[src/rtl/core_pkg.sv]
// Shared definitions for the core control path: sequencer state encodings,
// mcause codes and PC-source select values. Also used by regfile/decoder.
package core_pkg;

    typedef enum logic [2:0] {
        ST_FETCH      = 3'b000,
        ST_DECODE     = 3'b001,
        ST_EXECUTE    = 3'b010,
        ST_WRITE_BACK = 3'b011,
        ST_MEM_WAIT   = 3'b100,
        ST_TRAP       = 3'b101
    } state_t;

    localparam logic [3:0] CAUSE_NONE           = 4'd0;
    localparam logic [3:0] CAUSE_IFETCH_FAULT   = 4'd1;
    localparam logic [3:0] CAUSE_ILLEGAL        = 4'd2;
    localparam logic [3:0] CAUSE_BREAKPOINT     = 4'd3;
    localparam logic [3:0] CAUSE_LOAD_MISALIGN  = 4'd4;
    localparam logic [3:0] CAUSE_LOAD_FAULT     = 4'd5;
    localparam logic [3:0] CAUSE_STORE_MISALIGN = 4'd6;
    localparam logic [3:0] CAUSE_STORE_FAULT    = 4'd7;
    localparam logic [3:0] CAUSE_ECALL          = 4'd11;

    localparam logic PC_SEL_NEXT = 1'b0;
    localparam logic PC_SEL_TRAP = 1'b1;

    // Data-side fault code depends only on access direction.
    function automatic logic [3:0] mem_fault_cause(input logic is_store);
        return is_store ? CAUSE_STORE_FAULT : CAUSE_LOAD_FAULT;
    endfunction

    function automatic logic [3:0] misalign_cause(input logic is_store);
        return is_store ? CAUSE_STORE_MISALIGN : CAUSE_LOAD_MISALIGN;
    endfunction

endpackage

[src/rtl/core_sequencer_if.sv]
// Instruction/data memory handshake bundle between the sequencer (master)
// and the memory ports (slave). Requests are levels held until ready.
interface core_sequencer_if;
    logic imem_req;
    logic imem_ready;
    logic imem_err;
    logic dmem_req;
    logic dmem_we;
    logic dmem_ready;
    logic dmem_err;

    modport master (
        output imem_req, dmem_req, dmem_we,
        input  imem_ready, imem_err, dmem_ready, dmem_err
    );

    modport slave (
        input  imem_req, dmem_req, dmem_we,
        output imem_ready, imem_err, dmem_ready, dmem_err
    );
endinterface

[src/rtl/core_seq_wait_timer.sv]
// Memory wait counter for the sequencer. Cleared while the sequencer is not
// waiting on memory; counts stalled cycles; flags the cycle on which the
// stall reaches TIMEOUT_CYC so the sequencer can trap on the next edge.
module core_seq_wait_timer #(
    parameter int TIMEOUT_CYC = 255
) (
    input  logic clk,
    input  logic rst_n,
    input  logic clear,
    input  logic count_en,
    output logic expired
);
    localparam int W = $clog2(TIMEOUT_CYC + 1);

    logic [W-1:0] count_q, count_d;

    // Next count: hold at zero outside wait states, step on each stalled cycle.
    always_comb begin
        count_d = count_q;
        if (clear) begin
            count_d = '0;
        end else if (count_en) begin
            count_d = count_q + 1'b1;
        end
    end

    assign expired = count_en && !clear && (count_q == W'(TIMEOUT_CYC - 1));

    // Counter register.
    always_ff @(posedge clk or negedge rst_n) begin
        if (!rst_n) begin
            count_q <= '0;
        end else begin
            count_q <= count_d;
        end
    end
endmodule

[src/rtl/core_sequencer.sv]
// Multi-cycle control FSM for the unprivileged core: fetch/decode/execute/
// memory/write-back sequencing, PC update select, synchronous traps and the
// instret counter. Optional memory wait timeout: CORE_SEQ_MEM_TIMEOUT_EN.
module core_sequencer
    import core_pkg::*;
#(
    parameter int CNT_W = 32
`ifdef CORE_SEQ_MEM_TIMEOUT_EN
    ,
    parameter int TIMEOUT_CYC = 255
`endif
) (
    input  logic             clk,
    input  logic             rst_n,
    input  logic             run,
    core_sequencer_if.master mem,
    input  logic             dec_illegal,
    input  logic             dec_ecall,
    input  logic             dec_ebreak,
    input  logic             dec_load,
    input  logic             dec_store,
    input  logic             dec_wr_rd,
    input  logic             ex_misalign,
    output logic [2:0]       state,
    output logic             ir_load,
    output logic             reg_write,
    output logic             pc_en,
    output logic             pc_sel,
    output logic             trap_valid,
    output logic [3:0]       trap_cause,
    output logic [CNT_W-1:0] instret
);
    state_t           state_q, state_d;
    logic [3:0]       cause_q, cause_d;
    logic [CNT_W-1:0] instret_q, instret_d;
    logic             ld_q, ld_d;
    logic             st_q, st_d;
    logic             wr_q, wr_d;
    // Low through reset and the first edge after release, so no fetch is
    // requested before the core has seen a clock.
    logic             active_q, active_d;

    logic             imem_req_c;
    logic             dmem_req_c;
    logic             dmem_we_c;
    logic             timeout_hit;

`ifdef CORE_SEQ_MEM_TIMEOUT_EN
    logic wait_clear;
    logic wait_en;

    assign wait_clear = !((state_q == ST_FETCH) || (state_q == ST_MEM_WAIT));
    assign wait_en    = ((state_q == ST_FETCH) && imem_req_c && !mem.imem_ready) ||
                        ((state_q == ST_MEM_WAIT) && !mem.dmem_ready);

    core_seq_wait_timer #(
        .TIMEOUT_CYC (TIMEOUT_CYC)
    ) u_wait_timer (
        .clk      (clk),
        .rst_n    (rst_n),
        .clear    (wait_clear),
        .count_en (wait_en),
        .expired  (timeout_hit)
    );
`else
    assign timeout_hit = 1'b0;
`endif

    // Next-state, trap capture, retire count and per-state strobes.
    always_comb begin
        state_d    = state_q;
        cause_d    = cause_q;
        instret_d  = instret_q;
        ld_d       = ld_q;
        st_d       = st_q;
        wr_d       = wr_q;
        active_d   = 1'b1;
        imem_req_c = 1'b0;
        dmem_req_c = 1'b0;
        dmem_we_c  = 1'b0;
        ir_load    = 1'b0;
        reg_write  = 1'b0;
        pc_en      = 1'b0;
        pc_sel     = PC_SEL_NEXT;
        trap_valid = 1'b0;

        case (state_q)
            ST_FETCH: begin
                imem_req_c = run && active_q;
                // ready without an outstanding request is ignored; err wins over ready
                if (imem_req_c && mem.imem_ready) begin
                    if (mem.imem_err) begin
                        state_d = ST_TRAP;
                        cause_d = CAUSE_IFETCH_FAULT;
                    end else begin
                        ir_load = 1'b1;
                        state_d = ST_DECODE;
                    end
                end else if (timeout_hit) begin
                    state_d = ST_TRAP;
                    cause_d = CAUSE_IFETCH_FAULT;
                end
            end

            ST_DECODE: begin
                ld_d = dec_load;
                st_d = dec_store;
                wr_d = dec_wr_rd;
                if (dec_illegal) begin
                    state_d = ST_TRAP;
                    cause_d = CAUSE_ILLEGAL;
                end else if (dec_ebreak) begin
                    state_d = ST_TRAP;
                    cause_d = CAUSE_BREAKPOINT;
                end else if (dec_ecall) begin
                    state_d = ST_TRAP;
                    cause_d = CAUSE_ECALL;
                end else begin
                    state_d = ST_EXECUTE;
                end
            end

            ST_EXECUTE: begin
                if ((ld_q || st_q) && ex_misalign) begin
                    state_d = ST_TRAP;
                    cause_d = misalign_cause(st_q);
                end else if (ld_q || st_q) begin
                    state_d = ST_MEM_WAIT;
                end else begin
                    state_d = ST_WRITE_BACK;
                end
            end

            ST_MEM_WAIT: begin
                dmem_req_c = 1'b1;
                dmem_we_c  = st_q;
                if (mem.dmem_ready) begin
                    if (mem.dmem_err) begin
                        state_d = ST_TRAP;
                        cause_d = mem_fault_cause(st_q);
                    end else begin
                        state_d = ST_WRITE_BACK;
                    end
                end else if (timeout_hit) begin
                    state_d = ST_TRAP;
                    cause_d = mem_fault_cause(st_q);
                end
            end

            ST_WRITE_BACK: begin
                reg_write = wr_q && !st_q;
                pc_en     = 1'b1;
                pc_sel    = PC_SEL_NEXT;
                instret_d = instret_q + 1'b1;
                state_d   = ST_FETCH;
            end

            ST_TRAP: begin
                trap_valid = 1'b1;
                pc_en      = 1'b1;
                pc_sel     = PC_SEL_TRAP;
                state_d    = ST_FETCH;
            end

            default: begin
                state_d = ST_FETCH;
            end
        endcase
    end

    // Control state registers; async reset abandons any outstanding access.
    always_ff @(posedge clk or negedge rst_n) begin
        if (!rst_n) begin
            state_q   <= ST_FETCH;
            cause_q   <= CAUSE_NONE;
            instret_q <= '0;
            ld_q      <= 1'b0;
            st_q      <= 1'b0;
            wr_q      <= 1'b0;
            active_q  <= 1'b0;
        end else begin
            state_q   <= state_d;
            cause_q   <= cause_d;
            instret_q <= instret_d;
            ld_q      <= ld_d;
            st_q      <= st_d;
            wr_q      <= wr_d;
            active_q  <= active_d;
        end
    end

    assign state        = state_q;
    assign trap_cause   = cause_q;
    assign instret      = instret_q;
    assign mem.imem_req = imem_req_c;
    assign mem.dmem_req = dmem_req_c;
    assign mem.dmem_we  = dmem_we_c;
endmodule

[src/flat_wrapper.sv]
// flat-port wrapper written by rule: the top's interface ports become plain ports
module core_sequencer_flat import core_pkg::*;
#(
    parameter int CNT_W = 32

)
  (clk, rst_n, run, dec_illegal, dec_ecall, dec_ebreak, dec_load, dec_store, dec_wr_rd, ex_misalign, state, ir_load, reg_write, pc_en, pc_sel, trap_valid, trap_cause, instret, mem_imem_req, mem_dmem_req, mem_dmem_we, mem_imem_ready, mem_imem_err, mem_dmem_ready, mem_dmem_err);
  core_sequencer_if mem_i ();
  input  logic clk;
  input  logic rst_n;
  input  logic run;
  input  logic dec_illegal;
  input  logic dec_ecall;
  input  logic dec_ebreak;
  input  logic dec_load;
  input  logic dec_store;
  input  logic dec_wr_rd;
  input  logic ex_misalign;
  output logic [2:0] state;
  output logic ir_load;
  output logic reg_write;
  output logic pc_en;
  output logic pc_sel;
  output logic trap_valid;
  output logic [3:0] trap_cause;
  output logic [CNT_W-1:0] instret;
  output wire logic [$bits(mem_i.imem_req)-1:0] mem_imem_req;
  output wire logic [$bits(mem_i.dmem_req)-1:0] mem_dmem_req;
  output wire logic [$bits(mem_i.dmem_we)-1:0] mem_dmem_we;
  input wire logic [$bits(mem_i.imem_ready)-1:0] mem_imem_ready;
  input wire logic [$bits(mem_i.imem_err)-1:0] mem_imem_err;
  input wire logic [$bits(mem_i.dmem_ready)-1:0] mem_dmem_ready;
  input wire logic [$bits(mem_i.dmem_err)-1:0] mem_dmem_err;
  assign mem_imem_req = mem_i.imem_req;
  assign mem_dmem_req = mem_i.dmem_req;
  assign mem_dmem_we = mem_i.dmem_we;
  assign mem_i.imem_ready = mem_imem_ready;
  assign mem_i.imem_err = mem_imem_err;
  assign mem_i.dmem_ready = mem_dmem_ready;
  assign mem_i.dmem_err = mem_dmem_err;
  core_sequencer #(.CNT_W(CNT_W)) u_core (.clk(clk), .rst_n(rst_n), .run(run), .mem(mem_i), .dec_illegal(dec_illegal), .dec_ecall(dec_ecall), .dec_ebreak(dec_ebreak), .dec_load(dec_load), .dec_store(dec_store), .dec_wr_rd(dec_wr_rd), .ex_misalign(ex_misalign), .state(state), .ir_load(ir_load), .reg_write(reg_write), .pc_en(pc_en), .pc_sel(pc_sel), .trap_valid(trap_valid), .trap_cause(trap_cause), .instret(instret));
endmodule
[config.mk]
export PLATFORM = sky130hd
export DESIGN_NAME = core_sequencer_flat
export DESIGN_NICKNAME = d
export VERILOG_FILES = /design/src/rtl/core_pkg.sv /design/src/rtl/core_sequencer_if.sv /design/src/rtl/core_seq_wait_timer.sv /design/src/rtl/core_sequencer.sv /design/src/flat_wrapper.sv
export SDC_FILE = /design/constraint.sdc
export NUM_CORES = 1
export LEC_CHECK = 0
export CAP_MARGIN = 20
export CORE_ASPECT_RATIO = 1.4
export CORE_UTILIZATION = 47
export CTS_CLUSTER_SIZE = 40
export DETAILED_ROUTE_END_ITERATION = 7
export GPL_TIMING_DRIVEN = 0
export PLACE_DENSITY_LB_ADDON = 0.3
export SYNTH_ARGS = -nofsm -noshare
export SYNTH_HDL_FRONTEND = slang
export SYNTH_SLANG_ARGS = --single-unit
[constraint.sdc]
create_clock -name clk -period 2.7 [get_ports clk]
set_input_delay 0.81 -clock clk [delete_from_list [all_inputs] [get_ports clk]]
set_output_delay 0.81 -clock clk [all_outputs]
set_load 0.02 [all_outputs]
==> impl_metrics.toml, run 1 <==
[run_status]
status = "finished, final reports clean"

[layout]
drive_above_1_share = 0.0993
seq_area_um2 = 1080
antenna_cells = 0
final_net_count = 286
fill_cells = 351
area_growth_pct = 36.0
multi_input_area_um2 = 1010

[worst_hold_path]
worst_hold_path_type = "primary input to async pin"

[logic_synthesis]
synth_cells = 202
avgSynthCellArea_um2 = 10.6
netlist_area_um2 = 2150
synth_edf_count = 0
yosys_warnings = 0
yosys.cell_types.count = 42
ys.flop_type = "dfrtp_1"
synth-seq-area-share = 0.500
async_reset_ff_frac = 1.00
synth_seq_cells = 43
syn_nets = 217

[power]
finalPower_mw = 2.04
p_leak_nw = 1.28
pwr_density_cell_nw_per_um2 = 697
vdd_drop_max_mv = 0.564

[setup_path]
critPathCaptureType = "output port"
endpoint = "ir_load"
cp.arrival_ns = 1.80
critPathLaunch = "run"
r2r_slack_ns = 0.24
r2r_end = "u_core.trap_cause[3]"
r2r_cells = 5
cp-start-kind = "primary input"
worstSetupPathType = "primary input to output port"
path_max_fanout = 2
rr_startpoint = "u_core.state[0]"
required_ns = 1.89

[sta]
fin_ws_ns = 0.0945
max-slew-margin-rel = 0.452
setup_viol = 0
period_needed_ns = 2.61
period_share = 0.965
skew_ns = 0.00567
tns_ns = 0
hold_slack_ns = 0.411
hold_viol_final = 0
rsz0062_at_grt = "no"
fmax_mhz = 384
worst_pin_slew_ns = 0.815
slew_viol_final = 0

[drt]
first_pass_iters = 4
drt-vias-per-instance = 5.32
route.detailed.drc = 0
num_vias = 1767
wirelength_mm = 4.55
drtIter0Drc = 51
wl_per_cell_um = 13.7
ant_nets = 0

[global_routing]
track_usage = 0.209
grt_pass1_vias = 1687
grt_first_pass_wirelength_mm = 7.48
antenna_found_initial = 0
grt_max_degree = 30
overflow = 0

[clock_network]
htree_num_levels = 2
clk_pin_slew_ns = 0.08
cts_root_buffer = "clkbuf_8"
insertion_delay_ns = 0.29
clockBufferDepth = 2
cts_tree = "yes"
cts_sinks = 43
cts_buffers = 5

[floorplanning]
die_w_um = 59.2
die_y_um = 82.0
die-area_um2 = 4850
rows = 28
design.portCount = 61
core_area_um2 = 4310
start_util = 0.499

[place]
preCtsSetupSlack_ns = -0.335
dp_hpwl_mm = 3.49
gp_congestion = 0.839
portBuffers = 60

[flow_run]
drv_cap = 0
-- stage by stage --
step                cells  area (µm²)   util
finish                332        2930  0.679
detailed placement    323        2840  0.659
floorplan             202        2150      -
CTS                   332        2930  0.680
global route          332        2930  0.679
global placement      322        2830  0.656
-- worst min path at each step --
| stage | from | end | slack [ns] | cells after the start |
|---|---|---|---|---|
| after floorplan | u_core.wr_q | u_core.wr_q | 0.47 | 1 |
| after global placement | u_core.instret[31] | u_core.instret[31] | 0.46 | 1 |
| after detailed placement | u_core.instret[31] | u_core.instret[31] | 0.47 | 1 |
| after CTS | rst_n | u_core.instret[20] | 0.42 | 1 |
| after global routing | rst_n | u_core.instret[20] | 0.44 | 1 |
| final | rst_n | u_core.instret[20] | 0.41 | 1 |
-- layer usage --
metal / routed length (µm) / global-route usage / vias up / share of wire
met5: 0 / 0 / - / 0
met4: 119 / 0.112 / 0 / 0.026
met3: 194 / 0.0425 / 13 / 0.043
met2: 2390 / 0.368 / 58 / 0.53
met1: 1850 / 0.235 / 848 / 0.41
li1: - / - / 848 / -
-- power breakdown --
group	internal, mW	switching (mW)	total, mW
sequential	0.733	0.0918	0.825
clock	0.182	0.206	0.388
combinational	0.421	0.405	0.826
total	1.34	0.703	2.04
-- flip-flops by register name (all words and copies together), names as in the netlist --
register and count:
u_core.active_q 1, u_core.wr_q 1, u_core.trap_cause 4, u_core.st_q 1
u_core.ld_q 1, u_core.state 3, u_core.instret 32
-- critical path, cell delays in order --
cell and delay [ns]:
clkdlybuf4s50_1 0.47, and3_1 0.17, and3b_1 0.18, buf_2 0.17
-- cell type report --
| type | count | area share |
|---|---|---|
| Sequential cell | 43 | 0.368 |
| Buffer | 8 | 0.0184 |
| Timing Repair Buffer | 62 | 0.208 |
| Tap cell | 60 | 0.0257 |
| Inverter | 6 | 0.00770 |
| Multi-Input combinational cell | 145 | 0.344 |
| Clock buffer | 7 | 0.0261 |
| Clock inverter | 1 | 0.00171 |
-- what timing repair did --
action | 4_1_cts | 5_1_grt
hold endpoints to repair | 0 | 0
resized for setup | 14 | 1
setup buffers | 1 | 0
hold buffers | 0 | 0
setup endpoints to repair | 8 | 1
-- cell families after synthesis --
group	synth area share
buffers and inverters	0.0337
other	0.00174
adders and majority gates	0.0111
AOI/OAI and AO/OA	0.0483
muxes	0.0390
DFF	0.500
xor gates and xnor gates	0.130
and+or+nand+nor	0.236
-- cell usage after synthesis, types with 2 or more instances --
cell	instances	area, µm²
clkbuf_1	4	15.0
mux2_2	3	33.8
a21oi_1	5	25.0
dfrtp_1	43	1080
xnor2_1	28	245
and3_1	7	43.8
mux2i_1	2	20.0
nand3_1	19	95.1
nor3b_1	4	30.0
nand2_1	10	37.5
mux2_4	2	30.0
and2_1	2	12.5
nor2b_1	4	25.0
a21o_1	3	22.5
nand4_1	12	75.1
o21bai_1	2	15.0
nand4b_1	2	17.5
nor2_1	11	41.3
and3b_1	3	26.3
nor4_1	2	12.5
inv_1	6	22.5
xor2_1	4	35.0
nor3_1	4	20.0
buf_6	2	22.5
-- cells in the final DEF, fill, tap and decap left out, types with 2 or more instances in the layout --
cell / count
dfrtp_1: 43
dlygate4sd2_1: 7
clkbuf_2: 3
nand2_1: 10
nor4_1: 2
a21o_1: 3
buf_6: 2
mux2_4: 2
clkbuf_1: 3
and3_1: 7
mux2_2: 3
nand3_1: 19
clkdlybuf4s50_1: 51
mux2i_1: 2
nor3_1: 4
buf_4: 2
and2_1: 2
nor2b_1: 4
nand4b_1: 2
a21oi_1: 5
o21bai_1: 2
nand4_1: 12
buf_2: 3
nor3b_1: 3
inv_1: 6
nor2_1: 11
clkbuf_8: 5
and3b_1: 3
xnor2_1: 28
xor2_1: 4
Power figures use the tool's default switching activity.
==> run 2, diff against run 1 <==
- CORE_MARGIN: default -> 2
- CORE_UTILIZATION: 47 -> 43
- clock period: 2.7 -> 2.3 ns (I/O delays scaled with it)
==> impl_metrics.toml, run 2 (synthesis results as in run 1) <==
[setup_path]
required_ns = 2.48
path_max_fanout = 3
worst_path_max_delay_cell = "or4_1"
cp-start-kind = "primary input"
critPathCaptureType = "register"
cp.arrival_ns = 2.43
crit_buf_inv = 2
slowest_delay_ns = 0.52
cp_cell_sequence = "clkdlybuf4s50_1, nor2b_1, a211o_1, or4_1, buf_6, mux2_4"
cpLargestDelayFamily = "buffers and inverters"
worstSetupPathType = "primary input to register"

[power]
pwr_density_cell_nw_per_um2 = 877
clock_power_share = 0.214
power_frac_seq = 0.364
p_sw_mw = 0.879
vdd_drop_max_mv = 0.770
intPower_mw = 1.79
p_sw_frac = 0.329
p_leak_nw = 1.34
pwr-share-comb = 0.422

[sta]
fin_ws_ns = 0.0444
tns_ns = 0
period_needed_ns = 2.26
fmax_mhz = 443
hold_viol_final = 0
slew_viol_final = 0
skew_ns = 0.00509
max-slew-margin-rel = 0.558
setup_viol = 0
worst_pin_slew_ns = 0.661
period_share = 0.981
rsz0062_at_grt = "no"
hold_slack_ns = 0.378

[global_routing]
grt_pass1_vias = 1708
track_usage = 0.177
grt_first_pass_wirelength_mm = 7.78
grt_max_degree = 24
antenna_found_initial = 0
overflow = 0

[clock_network]
cts_tree = "yes"
cts_hold_buf = 0
cts_buffers = 5
clk_pin_slew_ns = 0.08
insertion_delay_ns = 0.29
htree_num_levels = 2
cts_root_buffer = "clkbuf_8"
cts_sinks = 43
clockBufferDepth = 2

[layout]
layout_commonest_cell = "clkdlybuf4s50_1"
multi_input_area_um2 = 1040
fill_cells = 404
fin_area_um2 = 3040
area_growth_pct = 41.4
antenna_cells = 0
seq_area_um2 = 1080
largest_reg_flops = 32
final_net_count = 291
final_cell_mix = "clkdlybuf4s50_1 (49), dfrtp_1 (42), xnor2_1 (28)"
drive_above_1_share = 0.156

[floorplanning]
die-area_um2 = 5590
rows = 30
start_util = 0.444
design.portCount = 61
die_y_um = 87.7
core_area_um2 = 4840
die_w_um = 63.8

[drt]
route.detailed.drc = 0
ant_nets = 0
drt-vias-per-instance = 5.23
first_pass_iters = 4
num_vias = 1779
wl_per_cell_um = 14.1
drtIter0Drc = 36
wirelength_mm = 4.79

[place]
postPlaceCellArea_um2 = 2860
dp_hpwl_mm = 3.48
preCtsSetupSlack_ns = -0.473
gp_congestion = 0.793
portBuffers = 60

[worst_hold_path]
worst_hold_path_type = "primary input to async pin"

[run_status]
status = "finished, final reports clean"

[flow_run]
drv_cap = 0
==> run 2: cell types whose count changed in the layout (fill, tap and decap cells not counted), sizes merged <==
| cell | change |
|---|---|
| buf | +10 |
| clkdlybuf4s50 | -2 |
| clkinv | -1 |
| dlymetal6s2s | +1 |
| dlygate4sd2 | -5 |
| bufinv | +1 |
| clkbuf | -1 |
| clkdlybuf4s15 | +1 |
==> run 2: final cells by class <==
cell class                      count  area share
Sequential cell                    43       0.354
Multi-Input combinational cell    145       0.343
Timing Repair Buffer               67       0.213
Tap cell                           64      0.0263
Clock buffer                        6      0.0239
Buffer                              8      0.0226
Clock inverter                      1     0.00987
Inverter                            6     0.00740
==> run 2: power groups by stage <==
stage	logic, mW	registers (mW)	clock network [mW]
after floorplan	0.556	1.05	0
after global placement	0.982	0.977	0
after detailed placement	0.999	0.978	0
after CTS	1.07	0.970	0.583
after global routing	1.21	0.987	0.624
final	1.13	0.971	0.570
==> run 2: what timing repair did <==
action                     4_1_cts  5_1_grt
setup endpoints to repair       10       18
gates resized for setup         39        8
setup buffers                    3        3
pin swaps                        4        2
==> run 2: worst register-to-register path, stage by stage (launching register included) <==
cell and delay [ns]:
dfrtp_1 0.40, buf_6 0.15, maj3_2 0.32, a211o_1 0.25, or4_1 0.52, buf_6 0.14, mux2_4 0.29
==> run 2: metal layers <==
layer / vias up / share of wire / global-route usage
li1: 857 / - / -
met1: 867 / 0.42 / 0.219
met2: 49 / 0.53 / 0.300
met3: 6 / 0.042 / 0.0334
met4: 0 / 0.013 / 0.0791
met5: - / 0 / 0
==> run 2: metrics by stage <==
stage,power (mW),util,cells
after global routing,2.82,0.628,340
final,2.67,0.628,340
after CTS,2.62,0.619,337
after detailed placement,1.98,0.591,327
after floorplan,1.60,-,202
after global placement,1.96,0.587,326
==> run 2: final timing paths <==
check | start | cells past startpoint | slack, ns | to
setup reg to reg | u_core.state[1] | 6 | 0.13 | u_core.trap_cause[3]
hold reg to reg | u_core.instret[31] | 1 | 0.47 | u_core.instret[31]
setup / recovery | mem_dmem_ready | 6 | 0.04 | u_core.trap_cause[3]
hold / removal | rst_n | 1 | 0.38 | u_core.state[1]
min in group clk | u_core.instret[31] | 1 | 0.47 | u_core.instret[31]
max in group asynchronous | rst_n | 2 | 1.43 | u_core.instret[0]
==> run 3, diff against run 2 <==
- RECOVER_POWER: default -> 25
==> impl_metrics.toml, run 3 (synthesis results as in run 1) <==
[run_status]
status = "finished, final reports clean"

[drt]
drt-vias-per-instance = 5.22
num_vias = 1774
ant_nets = 0
route.detailed.drc = 0
first_pass_iters = 4
drtIter0Drc = 36
wl_per_cell_um = 14.1
wirelength_mm = 4.80

[setup_path]
path_max_fanout = 3
worstSetupPathType = "primary input to register"
cpLargestDelayFamily = "buffers and inverters"
cp_cell_sequence = "clkdlybuf4s50_1, nor2b_1, a211o_1, or4_1, buf_6, mux2_4"
required_ns = 2.48
worst_path_max_delay_cell = "or4_1"
slowest_delay_ns = 0.52
crit_buf_inv = 2
cp-start-kind = "primary input"
cp.arrival_ns = 2.43
critPathCaptureType = "register"

[worst_hold_path]
worst_hold_path_type = "register to register"

[layout]
fin_area_um2 = 3020
final_cell_mix = "clkdlybuf4s50_1 (49), dfrtp_1 (42), xnor2_1 (28)"
final_net_count = 291
antenna_cells = 0
area_growth_pct = 40.3
largest_reg_flops = 32
layout_commonest_cell = "clkdlybuf4s50_1"
drive_above_1_share = 0.152

[floorplanning]
die_y_um = 87.7
start_util = 0.444
rows = 30
die-area_um2 = 5590
die_w_um = 63.8
design.portCount = 61
core_area_um2 = 4840

[place]
gp_congestion = 0.793
portBuffers = 60
dp_hpwl_mm = 3.48
postPlaceCellArea_um2 = 2860

[sta]
skew_ns = 0.00472
setup_viol = 0
max-slew-margin-rel = 0.214
period_share = 0.980
worst_pin_slew_ns = 1.18
period_needed_ns = 2.25
fmax_mhz = 444
rsz0062_at_grt = "no"
hold_viol_final = 0
slew_viol_final = 0

[clock_network]
cts_tree = "yes"
cts_root_buffer = "clkbuf_8"
cts_buffers = 5
cts_sinks = 43
cts_hold_buf = 0
clockBufferDepth = 2
clk_pin_slew_ns = 0.08
htree_num_levels = 2
insertion_delay_ns = 0.29

[power]
p_leak_nw = 1.33
pwr_density_cell_nw_per_um2 = 883
vdd_drop_max_mv = 0.770
finalPower_mw = 2.67

[global_routing]
antenna_found_initial = 0
track_usage = 0.177
grt_max_degree = 24
overflow = 0
grt_pass1_vias = 1708
grt_first_pass_wirelength_mm = 7.78

[flow_run]
drv_cap = 0
## run 3: cell types whose count changed in the layout (fill, tap and decap cells not counted)
| cell | before | now |
|---|---|---|
| clkbuf_2 | 2 | 3 |
| clkbuf_1 | 2 | 3 |
| buf_16 | 1 | 0 |
| buf_2 | 4 | 3 |
## run 3: what timing repair did
| action | in CTS | in global routing |
|---|---|---|
| endpoints found under the hold margin | 0 | 0 |
| pin swaps | 4 | 2 |
| gates resized for setup | 39 | 8 |
| endpoints found under the setup margin | 10 | 18 |
| buffers inserted | 3 | 3 |
## run 3: final timing paths
path | from | to | slack, ns | cells after the start
setup / recovery | mem_dmem_ready | u_core.trap_cause[3] | 0.05 | 6
hold reg to reg | u_core.instret[31] | u_core.instret[31] | 0.47 | 1
min in group asynchronous | rst_n | u_core.state[1] | 0.61 | 1
setup reg to reg | u_core.state[1] | u_core.trap_cause[3] | 0.13 | 6
max in group asynchronous | rst_n | u_core.instret[0] | 0.55 | 2
hold / removal | u_core.instret[31] | u_core.instret[31] | 0.47 | 1
## run 3: worst reg2reg max path: stages, from the launching register on
cell and delay [ns]:
dfrtp_1 0.40, buf_6 0.15, maj3_2 0.32, a211o_1 0.25
or4_1 0.52, buf_6 0.14, mux2_4 0.28
## run 3: routing by layer
layer / GRT usage / up-vias / share of wire / wire [µm]
met5: 0 / - / 0 / 0
met4: 0.0791 / 0 / 0.0081 / 39
met3: 0.0334 / 4 / 0.041 / 197
met2: 0.300 / 45 / 0.53 / 2530
met1: 0.219 / 868 / 0.42 / 2040
li1: - / 857 / - / -
## run 3: power by group
part | switching (mW) | internal, mW | leakage [nW]
clock network | 0.251 | 0.319 | 0.0513
logic | 0.520 | 0.604 | 0.701
registers | 0.110 | 0.862 | 0.578
total | 0.881 | 1.78 | 1.33
## run 3: area by class of cell
| class | count | area, µm² |
|---|---|---|
| Clock inverter | 1 | 30.0 |
| Tap cell | 64 | 80.1 |
| Multi-Input combinational cell | 145 | 1040 |
| Clock buffer | 6 | 72.6 |
| Fill cell | 407 | 1820 |
| Inverter | 6 | 22.5 |
| Timing Repair Buffer | 67 | 624 |
| Sequential cell | 43 | 1080 |
| Buffer | 8 | 68.8 |
## run 3: metrics by stage
| step | setup TNS [ns] | hold WS [ns] | setup slack, ns | util | std cells |
|---|---|---|---|---|---|
| after floorplan | 0 | 0.394 | 0.0376 | - | 202 |
| after global placement | -28.94 | 0.461 | -0.603 | 0.587 | 326 |
| after detailed placement | -3.18 | 0.469 | -0.473 | 0.591 | 327 |
| after CTS | 0 | 0.388 | 0.00107 | 0.619 | 337 |
| after global routing | 0 | 0.510 | 0.00507 | 0.623 | 340 |
| final | 0 | 0.472 | 0.0461 | 0.623 | 340 |
